**src/rtl/toast_mmio_pkg.sv**
```systemverilog
// Shared definitions for the DMEM/MMIO bridge: register map, status bits, UART states.
package toast_mmio_pkg;

  // Word offsets within the MMIO page (addr[11:2]); byte offsets 0x000/0x004/0x008.
  localparam logic [9:0] OFF_TXDATA = 10'h000;
  localparam logic [9:0] OFF_STATUS = 10'h001;
  localparam logic [9:0] OFF_CYCLE  = 10'h002;

  // STATUS register bit positions.
  localparam int STAT_FULL  = 0;
  localparam int STAT_EMPTY = 1;
  localparam int STAT_BUSY  = 2;
  localparam int STAT_OVF   = 3;

  typedef enum logic [1:0] {
    IDLE,
    START,
    DATA,
    STOP
  } uart_state_t;

endpackage

```
**src/rtl/uart_tx.sv**
```systemverilog
// 8N1 UART transmitter: one start bit, eight data bits LSB first, one stop bit.
module uart_tx
  import toast_mmio_pkg::*;
#(
  parameter int CLK_DIV = 868
) (
  input  logic       clk,
  input  logic       rst_n,
  input  logic [7:0] tx_byte,
  input  logic       tx_valid,
  output logic       tx_ready,
  output logic       txd,
  output logic       busy
);

  localparam int            CW        = $clog2(CLK_DIV);
  localparam logic [CW-1:0] BAUD_LAST = CW'(CLK_DIV - 1);

  uart_state_t   state_q;
  logic [CW-1:0] baud_cnt_q;
  logic [7:0]    shift_q;
  logic [2:0]    bit_idx_q;
  logic          baud_done;

  assign baud_done = (baud_cnt_q == BAUD_LAST);
  // A byte is taken when idle, or on the last stop-bit cycle so frames run back to back.
  assign tx_ready  = (state_q == IDLE) || ((state_q == STOP) && baud_done);
  assign busy      = (state_q != IDLE);

  // Frame sequencer with baud counter; txd is registered so the line never glitches.
  always_ff @(posedge clk or negedge rst_n) begin
    if (!rst_n) begin
      state_q    <= IDLE;
      baud_cnt_q <= '0;
      shift_q    <= '0;
      bit_idx_q  <= '0;
      txd        <= 1'b1;
    end else begin
      case (state_q)
        IDLE: begin
          baud_cnt_q <= '0;
          if (tx_valid) begin
            state_q <= START;
            shift_q <= tx_byte;
            txd     <= 1'b0;
          end
        end
        START: begin
          if (baud_done) begin
            state_q    <= DATA;
            baud_cnt_q <= '0;
            bit_idx_q  <= '0;
            txd        <= shift_q[0];
          end else begin
            baud_cnt_q <= baud_cnt_q + 1'b1;
          end
        end
        DATA: begin
          if (baud_done) begin
            baud_cnt_q <= '0;
            if (bit_idx_q == 3'd7) begin
              state_q <= STOP;
              txd     <= 1'b1;
            end else begin
              bit_idx_q <= bit_idx_q + 1'b1;
              shift_q   <= shift_q >> 1;
              txd       <= shift_q[1];
            end
          end else begin
            baud_cnt_q <= baud_cnt_q + 1'b1;
          end
        end
        STOP: begin
          if (baud_done) begin
            baud_cnt_q <= '0;
            if (tx_valid) begin
              state_q <= START;
              shift_q <= tx_byte;
              txd     <= 1'b0;
            end else begin
              state_q <= IDLE;
            end
          end else begin
            baud_cnt_q <= baud_cnt_q + 1'b1;
          end
        end
        default: begin
          state_q <= IDLE;
          txd     <= 1'b1;
        end
      endcase
    end
  end

endmodule

```
**src/rtl/dmem_mmio_bridge.sv**
```systemverilog
// Splits core data accesses between the data BRAM and a small MMIO page
// (UART TX FIFO, status, cycle counter) with matching one-cycle read latency.
module dmem_mmio_bridge
  import toast_mmio_pkg::*;
#(
  parameter logic [31:0] MMIO_BASE  = 32'h8000_0000,
  parameter int          CLK_DIV    = 868,
  parameter int          FIFO_DEPTH = 16
) (
  input  logic        Clk,
  input  logic        Reset_n,
  input  logic [31:0] DMEM_addr,
  input  logic [3:0]  DMEM_wr_byte_en,
  input  logic [31:0] DMEM_wr_data,
  input  logic        DMEM_wr_en,
  input  logic        DMEM_rst,
  output logic [31:0] DMEM_rd_data,
  output logic [31:0] ram_addr,
  output logic [3:0]  ram_wr_byte_en,
  output logic [31:0] ram_wr_data,
  output logic        ram_wr_en,
  output logic        ram_rst,
  input  logic [31:0] ram_rd_data,
  output logic        uart_txd
);

  localparam int AW = $clog2(FIFO_DEPTH);

  logic        mmio_sel;
  logic [9:0]  reg_off;
  logic        mmio_wr;
  logic        push_req;
  logic        push;
  logic        pop;
  logic        ovf_set;
  logic        ovf_clr;
  logic        fifo_full;
  logic        fifo_empty;
  logic        tx_ready;
  logic        tx_busy;
  logic [7:0]  fifo_mem [FIFO_DEPTH];
  logic [AW:0] wr_ptr_q;
  logic [AW:0] rd_ptr_q;
  logic        overflow_q;
  logic [31:0] cycle_q;
  logic        select_q;
  logic [31:0] mmio_rd_q;
  logic [31:0] mmio_rd_next;

  assign mmio_sel = (DMEM_addr[31:12] == MMIO_BASE[31:12]);
  assign reg_off  = DMEM_addr[11:2];

  // BRAM side is a straight copy; only stores to the MMIO page are blocked.
  assign ram_addr       = DMEM_addr;
  assign ram_wr_byte_en = DMEM_wr_byte_en;
  assign ram_wr_data    = DMEM_wr_data;
  assign ram_wr_en      = DMEM_wr_en & ~mmio_sel;
  assign ram_rst        = DMEM_rst;

  assign mmio_wr  = DMEM_wr_en & mmio_sel & DMEM_wr_byte_en[0];
  assign push_req = mmio_wr && (reg_off == OFF_TXDATA);
  assign ovf_clr  = mmio_wr && (reg_off == OFF_STATUS) && DMEM_wr_data[STAT_OVF];

  // Extra pointer MSB distinguishes full from empty when the indices match.
  assign fifo_empty = (wr_ptr_q == rd_ptr_q);
  assign fifo_full  = (wr_ptr_q[AW] != rd_ptr_q[AW]) &&
                      (wr_ptr_q[AW-1:0] == rd_ptr_q[AW-1:0]);
  assign pop        = ~fifo_empty & tx_ready;
  // A pop frees the slot being written, so push-while-full is fine when popping.
  assign push       = push_req & (~fifo_full | pop);
  assign ovf_set    = push_req & fifo_full & ~pop;

  // FIFO storage; contents need no reset because the pointers define validity.
  always_ff @(posedge Clk) begin
    if (push) begin
      fifo_mem[wr_ptr_q[AW-1:0]] <= DMEM_wr_data[7:0];
    end
  end

  // FIFO pointers, sticky overflow flag (set wins over clear) and cycle counter.
  always_ff @(posedge Clk or negedge Reset_n) begin
    if (!Reset_n) begin
      wr_ptr_q   <= '0;
      rd_ptr_q   <= '0;
      overflow_q <= 1'b0;
      cycle_q    <= '0;
    end else begin
      if (push) wr_ptr_q <= wr_ptr_q + 1'b1;
      if (pop)  rd_ptr_q <= rd_ptr_q + 1'b1;
      if (ovf_set)      overflow_q <= 1'b1;
      else if (ovf_clr) overflow_q <= 1'b0;
      cycle_q <= cycle_q + 32'd1;
    end
  end

  // MMIO read decode from current register state (before this edge's updates).
  always_comb begin
    mmio_rd_next = '0;
    case (reg_off)
      OFF_STATUS: begin
        mmio_rd_next[STAT_FULL]  = fifo_full;
        mmio_rd_next[STAT_EMPTY] = fifo_empty;
        mmio_rd_next[STAT_BUSY]  = tx_busy;
        mmio_rd_next[STAT_OVF]   = overflow_q;
      end
      OFF_CYCLE: mmio_rd_next = cycle_q;
      default:   mmio_rd_next = '0;
    endcase
  end

  // Register the source select and MMIO data so loads line up with BRAM latency.
  always_ff @(posedge Clk or negedge Reset_n) begin
    if (!Reset_n) begin
      select_q  <= 1'b0;
      mmio_rd_q <= '0;
    end else begin
      select_q  <= mmio_sel;
      mmio_rd_q <= mmio_sel ? mmio_rd_next : '0;
    end
  end

  assign DMEM_rd_data = select_q ? mmio_rd_q : ram_rd_data;

  uart_tx #(
    .CLK_DIV(CLK_DIV)
  ) u_uart_tx (
    .clk     (Clk),
    .rst_n   (Reset_n),
    .tx_byte (fifo_mem[rd_ptr_q[AW-1:0]]),
    .tx_valid(~fifo_empty),
    .tx_ready(tx_ready),
    .txd     (uart_txd),
    .busy    (tx_busy)
  );

endmodule

```
**config.mk**
```make
export PLATFORM = sky130hd
export DESIGN_NAME = dmem_mmio_bridge
export DESIGN_NICKNAME = d
export VERILOG_FILES = /design/src/rtl/toast_mmio_pkg.sv /design/src/rtl/uart_tx.sv /design/src/rtl/dmem_mmio_bridge.sv
export SDC_FILE = /design/constraint.sdc
export NUM_CORES = 1
export LEC_CHECK = 0
export ABC_AREA = 0
export CELL_PAD_IN_SITES_DETAIL_PLACEMENT = 0
export CELL_PAD_IN_SITES_GLOBAL_PLACEMENT = 1
export CORE_ASPECT_RATIO = 1.4
export CORE_MARGIN = 3
export CORE_UTILIZATION = 45
export CTS_CLUSTER_SIZE = 24
export DETAILED_ROUTE_END_ITERATION = 6
export GPL_TIMING_DRIVEN = 0
export PLACE_DENSITY_LB_ADDON = 0.1
export SLEW_MARGIN = 20
export SYNTH_ARGS = -nofsm -noshare
export SYNTH_HDL_FRONTEND = slang
export SYNTH_HIERARCHICAL = 1
export SYNTH_SLANG_ARGS = --single-unit
```
**constraint.sdc**
```tcl
create_clock -name Clk -period 7.9 [get_ports Clk]
set_clock_uncertainty 0.15 [all_clocks]
set_input_delay 1.58 -clock Clk [delete_from_list [all_inputs] [get_ports Clk]]
set_output_delay 1.58 -clock Clk [all_outputs]
set_load 0.03 [all_outputs]
```
# After elaboration in Yosys (flattened, before gate mapping)
# Memories as Yosys holds them, arrays and structs flattened.
# Cells that the tools add are included.
# totals
out_inout_bits	103
reg_bits	100
inputBits	104
mem_bits_rw	128
mem_count	1
word_cells	95
# memory_table
memory	words	word_bits	read_ports	rd_ports_with_merged_regs	wr	line_no	rtl
fifo_mem	16	8	1	0	1	dmem_mmio_bridge.sv:41	logic [7:0] fifo_mem [FIFO_DEPTH];
# op_classes
mux	32
reduce_logical	17
eq_ne	17
n_addsub	5
bitwise	12
# ops
cell	count
$mux W32	2
$add A32 B1 Y32 const B	1
$mux W8	4
$mux W28	1
$pmux W8 S3	1
$eq A20 B20 Y1 const B	1
$pmux W10 S2	1
$add A10 B1 Y10 const B	1
$add A5 B1 Y5 const B	2
$eq A10 B1 Y1 const B	1
$eq A10 B10 Y1 const B	1
$eq A10 B2 Y1 const B	1
$logic_not A10 Y1	1
$mux W1	10
$mux W10	1
$mux W2	5
$mux W3	3
$ne A2 B1 Y1 const B	4
$pmux W2 S4	1
$pmux W4 S2	1
$reduce_and A4 Y1	2
$and A1 B1 Y1	7
$pmux W3 S2	1
$reduce_bool A2 Y1	3
18 further kinds	27

# Depth between registers and ports, before layout
# logic_depth
depth_word	8
mapped_depth	13
mapped_depth_nobuf	9

# By module
# Netlist, hierarchy kept.
# by_module_without_submodules
mod	seq_area_each_um2	instances	area_each_um2	cells_each
dmem_mmio_bridge	5745.5	1	9002.4	570
uart_tx	601.8	1	1367.6	127

# Least setup slack after synthesis
# No wires, ideal clock.
# synth_path
path_kind	input to output
from	input DMEM_addr[18]
to	output ram_wr_en
t_arrival_ns	2.673
setup_slack_ns	3.497
n_path_buf	1
cell_stages	5
required_time_ns	6.170
path_cell_list	nor4b_1 > nand3_1 > or2_2 > clkbuf_1 > and2_1
# synth_via
elab_chain_cells	3
# synth_rtl
element	line_no	rtl
start: declaration	dmem_mmio_bridge.sv:12	input logic [31:0] DMEM_addr,
$eq A20 B20 Y1	dmem_mmio_bridge.sv:50	assign mmio_sel = (DMEM_addr[31:12] == MMIO_BASE[31:12]);
$not A1 Y1	dmem_mmio_bridge.sv:57	assign ram_wr_en = DMEM_wr_en & ~mmio_sel;
$and A1 B1 Y1	dmem_mmio_bridge.sv:57	
end: declaration	dmem_mmio_bridge.sv:21	output logic ram_wr_en,
# Every way passes these cells.

# Worst setup path in the final report
# Same ends and word-level chain as after synthesis.

==> out/metrics.csv <==
metric,value,unit
residual_drc,0,
totalWireLength,22700,µm
ir_worst_vdd,0.000219,V
cts_hold_buffers,0,
grt_max_degree,75,
total_cts_buffers,22,
post_layout_nonfiller_instances,1215,
synth_top_cell_by_area,sky130_fd_sc_hd__edfxtp_1,
floorplan.initialDensity,0.459,
die-width,134,µm
worst_ep_arrival,3820,ps
drtPass1Iterations,4,
synth_enable_flop_cells,128,
start_kind,input port,
async_flop_share,0.439,
clock_tree.root_cell,sky130_fd_sc_hd__clkbuf_16,
fin_hold_ws,314,ps
run_status,"complete, no violations",
timing.fmax,180,MHz
dp_cells,1175,
ys_dominant_reg_cell,sky130_fd_sc_hd__edfxtp_1,
port-buffer-count,176,
initial_antenna_violation_count,0,
timing.final.setup_violations,0,
p_sw_frac,0.208,
grt_overflow,0,
nNetsFinal,1017,
post_cts_resized,0,
number_of_h_tree_branching_levels,1,
syn_to_final_growth,28.1,%
maxSlewViolCount,0,
max-cap-violations,0,
fp.dieArea,24900,µm²
total_leakage_power,5.19,nW
netlist_area,10400,µm²
grt_first_pass_wirelength,35500,µm
netlist.area_leader.share,0.371,
row_count,65,
postSynthAreaPerCell,14.9,µm²
yosysMostFrequentCell,sky130_fd_sc_hd__edfxtp_1,
timing.hold.worst_path_depth,1,
intPower,2.02,mW
post_synthesis_sequential_area_ratio,0.612,
hp-class,flip-flop to flip-flop,
synth_top_cells_by_count,"128 x sky130_fd_sc_hd__edfxtp_1, 99 x sky130_fd_sc_hd__dfrtp_1, 71 x sky130_fd_sc_hd__buf_4",
power_frac_comb,0.081,
max-clock-path-buffers,3,
totalNegativeSetupSlack,0,ps
cp_max_fo,7,
cp-end-kind,output pin,
design_power_total,2.55,mW
power-per-cell-area,192,nW/µm²
rsz0062_at_grt,no,
cts_post_setup_buffers_inserted,0,
ff2ff_path_depth,13,
max_slew_margin,0.488,
timing_worst_slew_pin_value,761,ps
vias_after_detailed_routing,6160,
pin_count,207,
yosys_register_bits,228,
utilization_after_layout,0.588,
num_antenna_cells,0,
final_antenna_net_count,0,
flop_pwr_share,0.494,
post_drt_via_cell_ratio,5.07,
clockPowerShare,0.425,
placedInstanceArea,12500,µm²
yosysWarnings,6,
cts.reportedPaths.clkPinSlew,60,ps
fp.dieH,186,µm
drt_first_iter_violations,208,
cp.required,6170,ps
p_switching,529,µW
worst_slack,2350,ps
timing_worst_setup_path_type,input port to output pin,
netlist-cell-type-count,54,
drive_above_1_share,0.236,
vias_in_the_first_global_route,6517,
clkLatencyLatePin,500,ps
final_hold_viol_count,0,
ys_top_cells_by_area,"sky130_fd_sc_hd__edfxtp_1 37%, sky130_fd_sc_hd__dfrtp_1 24%, sky130_fd_sc_hd__mux4_2 8.7%",
dpl.hpwl,16800,µm
gr-usage-all-layers,0.179,
postSynthCellCount,697,
mappedNetlistNets,816,
place_ws,2320,ps
layout_worst_path_cycle_share,0.702,
floorplan.core_area,22600,µm²
finalWeightedCongestion,0.831,
period_needed,5550,ps
clock_sinks,228,
clock_tree_from_tritoncts,yes,
wire_per_inst,18.7,µm
final_cell_area,13300,µm²
[sequential cells by signal (all words and copies together), names as in the netlist]
signal,count
u_uart_tx/state_q,2
wr_ptr_q,5
select_q,1
u_uart_tx/baud_cnt_q,10
fifo_mem,128
overflow_q,1
rd_ptr_q,5
cycle_q,32
u_uart_tx/txd,1
mmio_rd_q,32
u_uart_tx/bit_idx_q,3
u_uart_tx/shift_q,8
[worst max-delay path, stage by stage]
cell and delay (ps):
sky130_fd_sc_hd__clkdlybuf4s50_1 430, sky130_fd_sc_hd__nor4b_1 350, sky130_fd_sc_hd__nand3_1 180, sky130_fd_sc_hd__or2_2 300
sky130_fd_sc_hd__clkbuf_1 190, sky130_fd_sc_hd__and2_1 200, sky130_fd_sc_hd__clkdlybuf4s50_1 600
[final timing paths]
| kind | from | end | slack [ps] |
|---|---|---|---|
| hold reg to reg | cycle_q[31] | cycle_q[31] | 310 |
| max in group asynchronous | Reset_n | u_uart_tx/txd | 6140 |
| setup reg to reg | u_uart_tx/baud_cnt_q[0] | fifo_mem[3][1] | 4260 |
| hold / removal | cycle_q[31] | cycle_q[31] | 310 |
| min in group asynchronous | Reset_n | mmio_rd_q[24] | 800 |
| setup / recovery | DMEM_addr[18] | ram_wr_en | 2350 |
[layer usage]
metal	GRT usage	up-vias	share of wire
li1	-	2890	-
met1	0.209	3089	0.37
met2	0.336	142	0.56
met3	0.0268	39	0.041
met4	0.0648	0	0.034
met5	0	-	0
[layout make-up]
class	instances	area, µm²
fillers	1819	9320
flip-flops and latches	228	6350
multi-input cells	358	3320
repair buffers	177	1790
plain buffers	98	652
clock buffers	31	631
well taps	301	377
clock inverters	9	120
inverters	13	48.8
[placed cells by master (no fill, tap or decap), types with 14 or more instances in the layout]
cell type	n
sky130_fd_sc_hd__and2_1	32
sky130_fd_sc_hd__and3_1	22
sky130_fd_sc_hd__buf_4	71
sky130_fd_sc_hd__clkbuf_1	16
sky130_fd_sc_hd__clkbuf_16	23
sky130_fd_sc_hd__clkdlybuf4s50_1	175
sky130_fd_sc_hd__dfrtp_1	99
sky130_fd_sc_hd__edfxtp_1	128
sky130_fd_sc_hd__ha_1	15
sky130_fd_sc_hd__mux2_2	48
sky130_fd_sc_hd__mux4_2	40
sky130_fd_sc_hd__nand2_1	22
sky130_fd_sc_hd__nand3_1	20
sky130_fd_sc_hd__nand4_1	14
sky130_fd_sc_hd__nor2_1	23
sky130_fd_sc_hd__xnor2_1	31
sky130_fd_sc_hd__xor2_1	20
[power groups by stage]
stage / Clock, mW / Sequential [mW] / Combinational (mW)
after global routing: 1.15 / 1.26 / 0.219
after CTS: 1.10 / 1.26 / 0.210
after floorplan: 0 / 1.28 / 0.0939
after detailed placement: 0 / 1.28 / 0.210
final: 1.08 / 1.26 / 0.207
after global placement: 0 / 1.28 / 0.205
[logic make-up (layout without fill, tap and decap cells)]
| logic type | after synthesis | in the layout | synth area share |
|---|---|---|---|
| AOI/OAI and AO/OA | 22 | 22 | 0.0157 |
| buffers and inverters | 111 | 328 | 0.0676 |
| adders and majority gates | 15 | 15 | 0.0181 |
| muxes | 90 | 90 | 0.141 |
| and+or+nand+nor | 180 | 180 | 0.102 |
| DFF | 228 | 228 | 0.612 |
| xor gates and xnor gates | 51 | 51 | 0.0431 |
(Power assumes the default switching activity.)
